<file path="config.mk">
export PLATFORM = sky130hd
export DESIGN_NAME = keypad_scanner_flat
export DESIGN_NICKNAME = d
export VERILOG_FILES = /design/src/rtl/keypad_pkg.sv /design/src/rtl/keypad_scanner_if.sv /design/src/rtl/keypad_sync.sv /design/src/rtl/keypad_scanner.sv /design/src/flat_wrapper.sv
export SDC_FILE = /design/constraint.sdc
export NUM_CORES = 1
export LEC_CHECK = 0
export BUFFER_PORTS_ARGS = -buffer_cell sky130_fd_sc_hd__clkbuf_2
export CAP_MARGIN = 20
export CORE_ASPECT_RATIO = 0.75
export CORE_UTILIZATION = 55
export CTS_CLUSTER_SIZE = 8
export DETAILED_ROUTE_END_ITERATION = 8
export GPL_TIMING_DRIVEN = 0
export PLACE_DENSITY = 0.78
export SLEW_MARGIN = 20
export SYNTH_ARGS = -nofsm -noshare
export SYNTH_HDL_FRONTEND = slang
export SYNTH_SLANG_ARGS = --single-unit
</file>
<file path="constraint.sdc">
create_clock -name hwclk -period 3.4 [get_ports hwclk]
set_input_delay 0.17 -clock hwclk [delete_from_list [all_inputs] [get_ports hwclk]]
set_output_delay 0.17 -clock hwclk [all_outputs]
set_load 0.01 [all_outputs]
</file>
<file path="src/rtl/keypad_pkg.sv">
// Shared definitions for the 4x4 keypad scanner: FSM states, matrix
// dimensions, key_code field layout and small helper functions.
package keypad_pkg;

    localparam int NUM_ROWS = 4;
    localparam int NUM_COLS = 4;
    localparam int ROW_W    = 2;
    localparam int COL_W    = 2;
    localparam int CODE_W   = ROW_W + COL_W;

    typedef enum logic [1:0] {
        SCAN     = 2'd0,
        DEBOUNCE = 2'd1,
        HELD     = 2'd2,
        RELEASE  = 2'd3
    } state_t;

    // key_code layout: row in the upper bits, column in the lower bits.
    typedef struct packed {
        logic [ROW_W-1:0] row;
        logic [COL_W-1:0] col;
    } key_code_t;

    // Index of the lowest-numbered low (pressed) column; 0 if none is low.
    function automatic logic [COL_W-1:0] first_low_col(input logic [NUM_COLS-1:0] cols);
        first_low_col = '0;
        for (int i = NUM_COLS - 1; i >= 0; i--) begin
            if (!cols[i]) first_low_col = i[COL_W-1:0];
        end
    endfunction

    // Row drive pattern: selected row low, all others high.
    function automatic logic [NUM_ROWS-1:0] row_drive(input logic [ROW_W-1:0] row);
        row_drive = ~(NUM_ROWS'(1) << row);
    endfunction

    // 32-bit increment that sticks at all-ones instead of wrapping.
    function automatic logic [31:0] sat_inc(input logic [31:0] v);
        sat_inc = (v == 32'hFFFF_FFFF) ? v : v + 32'd1;
    endfunction

endpackage

</file>
<file path="src/rtl/keypad_scanner_if.sv">
// Key event bus from the scanner to its consumer.
// key_valid is a one-cycle strobe with no back-pressure (no ready): the
// consumer must take key_code in the cycle key_valid is high. key_code is
// held stable between strobes; key_down is a level, high while a confirmed
// key is held.
interface keypad_scanner_if;
    import keypad_pkg::*;

    logic              key_valid;
    logic [CODE_W-1:0] key_code;
    logic              key_down;

    modport master (output key_valid, output key_code, output key_down);
    modport slave  (input  key_valid, input  key_code, input  key_down);

endinterface

</file>
<file path="src/rtl/keypad_sync.sv">
// Two-flop synchronizer for the asynchronous, pulled-up column inputs.
// Both stages reset high so an idle keypad reads as "no key" immediately.
module keypad_sync
    import keypad_pkg::*;
(
    input  logic                hwclk,
    input  logic                hwrst_n,
    input  logic [NUM_COLS-1:0] cols_in,
    output logic [NUM_COLS-1:0] cols_s
);

    logic [NUM_COLS-1:0] meta;

    // Two register stages in series to settle metastability.
    always_ff @(posedge hwclk or negedge hwrst_n) begin
        if (!hwrst_n) begin
            meta   <= '1;
            cols_s <= '1;
        end else begin
            meta   <= cols_in;
            cols_s <= meta;
        end
    end

endmodule

</file>
<file path="src/rtl/keypad_scanner.sv">
// 4x4 matrix keypad scanner with debounce and single-key capture.
// Optional auto-repeat while a key is held: define KEYPAD_SCANNER_REPEAT_EN.
module keypad_scanner
    import keypad_pkg::*;
#(
    parameter int unsigned SETTLE_CYCLES   = 16,
    parameter int unsigned DEBOUNCE_PERIOD = 120000,
    parameter int unsigned REPEAT_DELAY    = 6000000,
    parameter int unsigned REPEAT_PERIOD   = 1200000
) (
    input  logic                hwclk,
    input  logic                hwrst_n,
    output logic [NUM_ROWS-1:0] keypad_r,
    input  logic [NUM_COLS-1:0] keypad_c,
    keypad_scanner_if.master    key_bus,
    output state_t              dbg_state
);

    logic [NUM_COLS-1:0] cols_s;
    state_t              state, state_n;
    logic [ROW_W-1:0]    row, row_n;
    logic [COL_W-1:0]    col, col_n;
    logic [31:0]         cnt, cnt_n;
    logic                key_valid_q, key_valid_n;
    key_code_t           key_code_q, key_code_n;
    logic                key_down_q, key_down_n;
    logic                col_low;

`ifdef KEYPAD_SCANNER_REPEAT_EN
    logic [31:0]         rep_cnt, rep_cnt_n;
    logic                rep_first, rep_first_n;
`else
    // Repeat timing has no effect in this build.
    logic unused_repeat_cfg;
    assign unused_repeat_cfg = ^{32'(REPEAT_DELAY), 32'(REPEAT_PERIOD)};
`endif

    keypad_sync u_sync (
        .hwclk   (hwclk),
        .hwrst_n (hwrst_n),
        .cols_in (keypad_c),
        .cols_s  (cols_s)
    );

    assign col_low           = !cols_s[col];
    assign key_bus.key_valid = key_valid_q;
    assign key_bus.key_code  = key_code_q;
    assign key_bus.key_down  = key_down_q;
    assign dbg_state         = state;

    // Next-state and output decode for the scan/debounce/hold/release FSM.
    always_comb begin
        state_n     = state;
        row_n       = row;
        col_n       = col;
        cnt_n       = cnt;
        key_valid_n = 1'b0;
        key_code_n  = key_code_q;
        key_down_n  = key_down_q;
`ifdef KEYPAD_SCANNER_REPEAT_EN
        rep_cnt_n   = rep_cnt;
        rep_first_n = rep_first;
`endif
        case (state)
            SCAN: begin
                if (cnt >= 32'(SETTLE_CYCLES)) begin
                    cnt_n = '0;
                    if (&cols_s) begin
                        row_n = row + 1'b1;
                    end else begin
                        col_n   = first_low_col(cols_s);
                        state_n = DEBOUNCE;
                    end
                end else begin
                    cnt_n = sat_inc(cnt);
                end
            end
            DEBOUNCE: begin
                if (!col_low) begin
                    // Bounce: rescan the same row without reporting.
                    state_n = SCAN;
                    cnt_n   = '0;
                end else begin
                    cnt_n = sat_inc(cnt);
                    if (cnt_n >= 32'(DEBOUNCE_PERIOD)) begin
                        state_n     = HELD;
                        cnt_n       = '0;
                        key_valid_n = 1'b1;
                        key_code_n  = '{row: row, col: col};
                        key_down_n  = 1'b1;
`ifdef KEYPAD_SCANNER_REPEAT_EN
                        rep_cnt_n   = '0;
                        rep_first_n = 1'b1;
`endif
                    end
                end
            end
            HELD: begin
                if (!col_low) begin
                    state_n = RELEASE;
                    cnt_n   = '0;
                end else begin
`ifdef KEYPAD_SCANNER_REPEAT_EN
                    rep_cnt_n = sat_inc(rep_cnt);
                    if (rep_cnt_n >= (rep_first ? 32'(REPEAT_DELAY) : 32'(REPEAT_PERIOD))) begin
                        key_valid_n = 1'b1;
                        rep_cnt_n   = '0;
                        rep_first_n = 1'b0;
                    end
`endif
                end
            end
            RELEASE: begin
                if (col_low) begin
                    state_n = HELD;
                    cnt_n   = '0;
                end else begin
                    cnt_n = sat_inc(cnt);
                    if (cnt_n >= 32'(DEBOUNCE_PERIOD)) begin
                        state_n    = SCAN;
                        cnt_n      = '0;
                        row_n      = row + 1'b1;
                        key_down_n = 1'b0;
                    end
                end
            end
            default: begin
                state_n = SCAN;
                cnt_n   = '0;
            end
        endcase
    end

    // State, counters and registered outputs; the row drive follows the
    // next row so row 0 appears on the first clock after reset.
    always_ff @(posedge hwclk or negedge hwrst_n) begin
        if (!hwrst_n) begin
            state       <= SCAN;
            row         <= '0;
            col         <= '0;
            cnt         <= '0;
            key_valid_q <= 1'b0;
            key_code_q  <= '0;
            key_down_q  <= 1'b0;
            keypad_r    <= '1;
`ifdef KEYPAD_SCANNER_REPEAT_EN
            rep_cnt     <= '0;
            rep_first   <= 1'b1;
`endif
        end else begin
            state       <= state_n;
            row         <= row_n;
            col         <= col_n;
            cnt         <= cnt_n;
            key_valid_q <= key_valid_n;
            key_code_q  <= key_code_n;
            key_down_q  <= key_down_n;
            keypad_r    <= row_drive(row_n);
`ifdef KEYPAD_SCANNER_REPEAT_EN
            rep_cnt     <= rep_cnt_n;
            rep_first   <= rep_first_n;
`endif
        end
    end

endmodule

</file>
<file path="src/flat_wrapper.sv">
// flat-port wrapper written by rule: the top's interface ports become plain ports
module keypad_scanner_flat import keypad_pkg::*;
#(
    parameter int unsigned SETTLE_CYCLES   = 16,
    parameter int unsigned DEBOUNCE_PERIOD = 120000,
    parameter int unsigned REPEAT_DELAY    = 6000000,
    parameter int unsigned REPEAT_PERIOD   = 1200000
)
  (hwclk, hwrst_n, keypad_r, keypad_c, dbg_state, key_bus_key_valid, key_bus_key_code, key_bus_key_down);
  keypad_scanner_if key_bus_i ();
  input  logic hwclk;
  input  logic hwrst_n;
  output logic [NUM_ROWS-1:0] keypad_r;
  input  logic [NUM_COLS-1:0] keypad_c;
  output state_t dbg_state;
  output wire logic [$bits(key_bus_i.key_valid)-1:0] key_bus_key_valid;
  output wire logic [$bits(key_bus_i.key_code)-1:0] key_bus_key_code;
  output wire logic [$bits(key_bus_i.key_down)-1:0] key_bus_key_down;
  assign key_bus_key_valid = key_bus_i.key_valid;
  assign key_bus_key_code = key_bus_i.key_code;
  assign key_bus_key_down = key_bus_i.key_down;
  keypad_scanner #(.SETTLE_CYCLES(SETTLE_CYCLES), .DEBOUNCE_PERIOD(DEBOUNCE_PERIOD), .REPEAT_DELAY(REPEAT_DELAY), .REPEAT_PERIOD(REPEAT_PERIOD)) u_core (.hwclk(hwclk), .hwrst_n(hwrst_n), .keypad_r(keypad_r), .keypad_c(keypad_c), .key_bus(key_bus_i), .dbg_state(dbg_state));
endmodule
</file>
-- Yosys cells after proc, flatten, opt, wreduce, memory -nomap -nowiden
Cells that the tools add are included.
- add/subtract/negate cells: 2
- magnitude comparators: 3
- eq/ne operators: 13
- shifts and indexed selects: 1
- multiplexer cells: 34
- bitwise logic cells: 3
- reductions and logical operators: 7
- operator list (kind ; number):
    32-bit 2-to-1 mux ; 6
    32-bit case mux with 4 select lines ; 1
    32-bit by 1-bit adder with 32-bit output (second input constant) ; 1
    32-bit equality test (second input constant) ; 1
    32-bit by 17-bit greater-or-equal comparator with 1-bit output (second input constant) ; 1
    32-bit by 5-bit greater-or-equal comparator with 1-bit output (second input constant) ; 1
    2-bit 2-to-1 mux ; 15
    2-bit by 1-bit != test with 1-bit output (second input constant) ; 5
    5-bit AND reduction ; 2
    1-bit 2-to-1 mux ; 8
    2-bit case mux with 4 select lines ; 1
    3-bit AND reduction ; 2
    2-bit equality test (second input constant) ; 2
    2-bit != test (second input constant) ; 2
    4-bit inverter ; 1
    2-bit case mux with 2 select lines ; 1
    4-bit AND reduction ; 1
    1-bit by 2-bit << shifter with 4-bit output (first input constant) ; 1
    2-bit by 3-bit less-than comparator with 1-bit output (second input constant) ; 1
    3-bit by 1-bit != test with 1-bit output (second input constant) ; 1
    3-bit != test (second input constant) ; 1
    2-bit by 1-bit adder with 2-bit output (second input constant) ; 1
    1-bit binary-select mux with 2-bit select ; 1
    2-bit by 1-bit equality test with 1-bit output (second input constant) ; 1
    4 further kinds ; 5
- register bits: 56
- input port bits: 6

-- Depth between registers and ports, before layout
- word-level depth: 8
- mapped depth: 13
- gate-level depth less buffers: 11

-- Hierarchy
A second synthesis with hierarchy kept.
- cell total of the unflattened synthesis: 356
- area, all modules: 3348.2 um^2
- modules (own cells, without submodules) (module ; instances ; cells each ; area an instance (um^2) ; sequential area each (um^2)):
    keypad_scanner ; 1 ; 348 ; 3138.0 ; 1206.2
    keypad_sync ; 1 ; 8 ; 210.2 ; 210.2

-- Least setup slack after synthesis
OpenSTA, ideal clock, no wires.
- kind: reg-to-reg
- from: register u_core.cnt[9]
- to: register u_core.cnt[4]
- data arrival time: 2.969 ns
- data required time: 3.301 ns
- slack: 0.332 ns
- stages on the path, launching flop included: 14
- path buffers: 3
- clock period less this slack: 3.068 ns
- cells stage by stage: dfrtp_1 -> clkbuf_1 -> inv_1 -> or4b_4 -> a211o_1 -> nor3_1 -> mux2i_1 -> nand4_1 -> a31oi_4 -> a22o_4 -> buf_6 -> nand2_4 -> buf_6 -> o311ai_4
- word-level cells in the longest chain between the ends: 6
- elaborated cells between the ends (all ways): 10
- classes of those cells: add/sub: 1; order compare: 2; eq/ne: 1; mux: 6
- ends and longest elaborated chain (element ; RTL line ; text):
    start, declared ; keypad_scanner.sv:23 ; logic [31:0] cnt, cnt_n;
    start signal, assigned ; keypad_scanner.sv:154 ; cnt <= cnt_n;
    32-bit by 1-bit adder with 32-bit output or 32-bit equality test (tied branches) ; keypad_pkg.sv:39 ; sat_inc = (v == 32'hFFFF_FFFF) ? v : v + 32'd1;
    32-bit 2-to-1 mux ; keypad_pkg.sv:39 ;
    32-bit by 17-bit greater-or-equal comparator with 1-bit output ; keypad_scanner.sv:85, keypad_scanner.sv:119 ;
    32-bit 2-to-1 mux ; keypad_scanner.sv:85, keypad_scanner.sv:119 ;
    32-bit 2-to-1 mux (on tied branches) ; keypad_scanner.sv:114, keypad_scanner.sv:79 ;
    32-bit case mux with 4 select lines * ; keypad_scanner.sv:64 ; case (state)
Every way passes the cells marked *; elsewhere a longest branch is shown, timed or not.
A chain may end at the register's enable or synchronous reset.

-- Worst setup path in the final report
- from: register u_core.cnt[15]
- to: register u_core.cnt[4]
Same word-level chain as after synthesis.

==> results.toml <==
[status]
status = "finished clean"

[die]
start_util_pct = 57.3
die-area_mm2 = 0.00642
coreArea_mm2 = 0.00586
rows = 24
io_pins = 18
die_x_um = 92.2
die_h_um = 69.6

[setup_path]
cp.required_ps = 3630
slowest_stage = "or4_4"
arrival_ps = 3580
crit_fanout = 10
worstRegToRegCells = 13
cp-end-kind = "register"
cp-start-kind = "register"
cp_cell_sequence = "buf_2 > nand4_1 > or4_4 > a2111oi_2 > mux2i_1 > nor2_1 > nand4_1 > a31oi_4 > a22o_4 > buf_6 > nand2_4 > buf_6 > o311ai_4"
max_stage_delay_ps = 640
crit_type = "reg2reg"

[placement]
pre_cts_ws_ps = -248
routabilityCongestion = 0.941
port_buffers = 17
dp_hpwl_um = 5500

[sta]
min_period_over_period_pct = 98.7
setup_viol = 0
period_needed_ps = 3360
final_hold_viol_count = 0
fin_skew_ps = 11.8
slew_violations = 0
fin_ws_ps = 43.9
maxSlewHeadroom_pct = 50.1
max_clock_freq_mhz = 298
fin_setup_tns_ps = 0
tightest_slew_ps = 748

[pwr]
p_leak_nw = 1.67
power_w = 0.00183
power_density_mw_per_mm2 = 455
worst_ir_drop_vdd_mv = 0.355

[clock_network]
cts_tree = "done"
clock_sinks = 56
clkSlewWorstSetupHoldPaths_ps = 110
cts_buffers = 5
cts_root_buf = "clkbuf_8"
insertion_delay_ps = 320
cts_max_level = 2
clockBufferDepth = 2

[logic_synthesis]
synth-edff-count = 0
netlist_instances = 340
synth.avg_cell_area_um2 = 9.87
syn-num-nets = 352
yosysWarnings = 0
ys.flop_type = "dfrtp_1"
ys_ff_latch = 56
syn_area_mm2 = 0.00335
synthArstFlopShare_pct = 100
synth_seq_area_share_pct = 42.2
ys_types = 66

[layout]
final_common_cell = "dfrtp_1"
nets = 398
antenna_cells = 0
num-fill-cells = 458
syn2layout_area_growth_pct = 19.8
drive_gt1_share_pct = 32.8
layout_common_cells = "dfrtp_1 (33), nand2_1 (24), nor2_1 (22)"
final_util_pct = 68.6

[route]
drtIter0Drc = 230
dr.pass1.iters = 5
wl_per_cell_um = 18.0
viasPerCell = 6.36
drc_errors = 0
ant_nets = 0
route.vias.total = 2956
drt_wl_total_um = 8390

[global_route]
grt_pass1_vias = 2462
grt_antenna_before_repair = 0
grt_usage_pct = 25.8
grt-ovfl-total = 0
grt_pass1_wl_um = 12800
grt_max_degree = 57

[min_path]
hp-class = "reg2reg"
hold_path_depth = 0

[flow_run]
maxCapViolCount = 0
-- through the flow --
stage / instances / hold slack [ps] / area [um2]
floorplan: 340 / -126 / 3350
global placement: 435 / 257 / 3540
detailed placement: 435 / 261 / 3540
CTS: 450 / 362 / 3760
global route: 465 / 366 / 4020
finish: 465 / 362 / 4020
-- path summary, 6_finish.rpt --
path,startpoint,end,slack (ps)
setup / recovery,u_core.cnt[15]$_DFFE_PN0P_,u_core.cnt[4]$_DFFE_PN0P_,40
hold / removal,u_core.u_sync.meta[2]$_DFF_PN1_,u_core.u_sync.cols_s[2]$_DFF_PN1_,360
setup reg to reg,u_core.cnt[15]$_DFFE_PN0P_,u_core.cnt[4]$_DFFE_PN0P_,40
hold reg to reg,u_core.u_sync.meta[2]$_DFF_PN1_,u_core.u_sync.cols_s[2]$_DFF_PN1_,360
max in group asynchronous,hwrst_n,u_core.cnt[9]$_DFFE_PN0P_,2390
min in group asynchronous,hwrst_n,u_core.dbg_state[0]$_DFFE_PN0P_,480
-- power breakdown --
part	leakage, nW	switching, W	internal, W
Sequential	0.715	0.0000555	0.000723
Clock	0.0445	0.000227	0.000147
Combinational	0.907	0.000402	0.000275
-- cell usage after synthesis, types with 2 or more instances --
cell type  number  area, um2
a31oi_1         5       31.3
a211oi_1        2       15.0
a21oi_1        16       80.1
nand3_1        22        110
xnor2_1         7       61.3
buf_2           4       20.0
inv_1          10       37.5
or2_1           3       18.8
a21boi_0        2       15.0
nand2b_1        7       43.8
o2bb2ai_1       3       26.3
ha_1            6       75.1
or3_1           5       31.3
o31ai_2         3       37.5
and4_1          3       26.3
a31o_2          2       17.5
mux2i_1         6       60.1
o211ai_1        2       15.0
o21ai_0        15       75.1
nor3_1          4       20.0
and2_1         17        106
mux2_2          7       78.8
o22ai_1         2       12.5
nand4_1        15       93.8
nor4_2          4       50.1
buf_6           2       22.5
o311ai_2        2       32.5
clkbuf_1        8       30.0
dfrtp_1        44       1100
nand4_2         2       25.0
nor3_2          2       20.0
nor2_1         23       86.3
nand2_1        25       93.8
and3_1          2       12.5
nor3b_1         2       15.0
o311ai_1        2       17.5
dfstp_2        12        315
xor2_1          2       17.5
a22oi_1         2       15.0
a211o_1         2       17.5
a2bb2oi_1       2       17.5
or4_1           2       15.0
nor4_1          9       56.3
-- worst max-delay path, delay by kind of cell (launching register included) --
kind                   cells  cell delay [ps]
AOI/OAI and AO/OA          4              990
buffers and inverters      3              500
DFF                        1              340
muxes                      1              130
and+or+nand+nor            5             1290
-- logic make-up (layout without fill, tap and decap cells) --
logic type	after synthesis	after routing	share of synthesized area (%)
simple gates	155	155	26.9
compound gates	75	75	17.7
flops	56	56	42.2
buf+inv	24	71	3.28
mux	15	15	5.26
xor+xnor	9	9	2.35
fa+ha+maj	6	6	2.24
-- state kept, by name, indices dropped and copies added, names as in the netlist, named ones only --
name and count:
u_core.cnt 32, u_core.key_bus.key_valid 1, u_core.dbg_state 1, u_core.keypad_r 4
u_core.row 2, u_core.key_bus.key_code 4, u_core.key_bus.key_down 1, u_core.u_sync.meta 4
u_core.u_sync.cols_s 4, u_core.col 2
-- per-layer routing --
layer | share of wire [%] | GRT usage (%)
met5 | 0 | 0
met4 | 1.4 | 5.56
met3 | 6.6 | 3.95
met2 | 44 | 34.8
met1 | 48 | 42.7
-- area by class of cell --
type                            instances  area, um2  area share [%]
Buffer                                 11       61.3            1.53
Inverter                               10       37.5           0.934
Timing Repair Buffer                   42        288            7.16
Clock inverter                          3       21.3           0.529
Tap cell                               78       97.6            2.43
Clock buffer                            5       68.8            1.71
Sequential cell                        56       1430            35.6
Multi-Input combinational cell        260       2010            50.1
-- timing repair --
item,4_1_cts,5_1_grt
setup endpoints to repair,24,27
pin swaps,1,13
hold buffers,5,0
setup buffers,3,17
endpoints found under the hold margin,48,0
gates resized for setup,12,29
No activity file was read; power rests on OpenSTA's default activity.
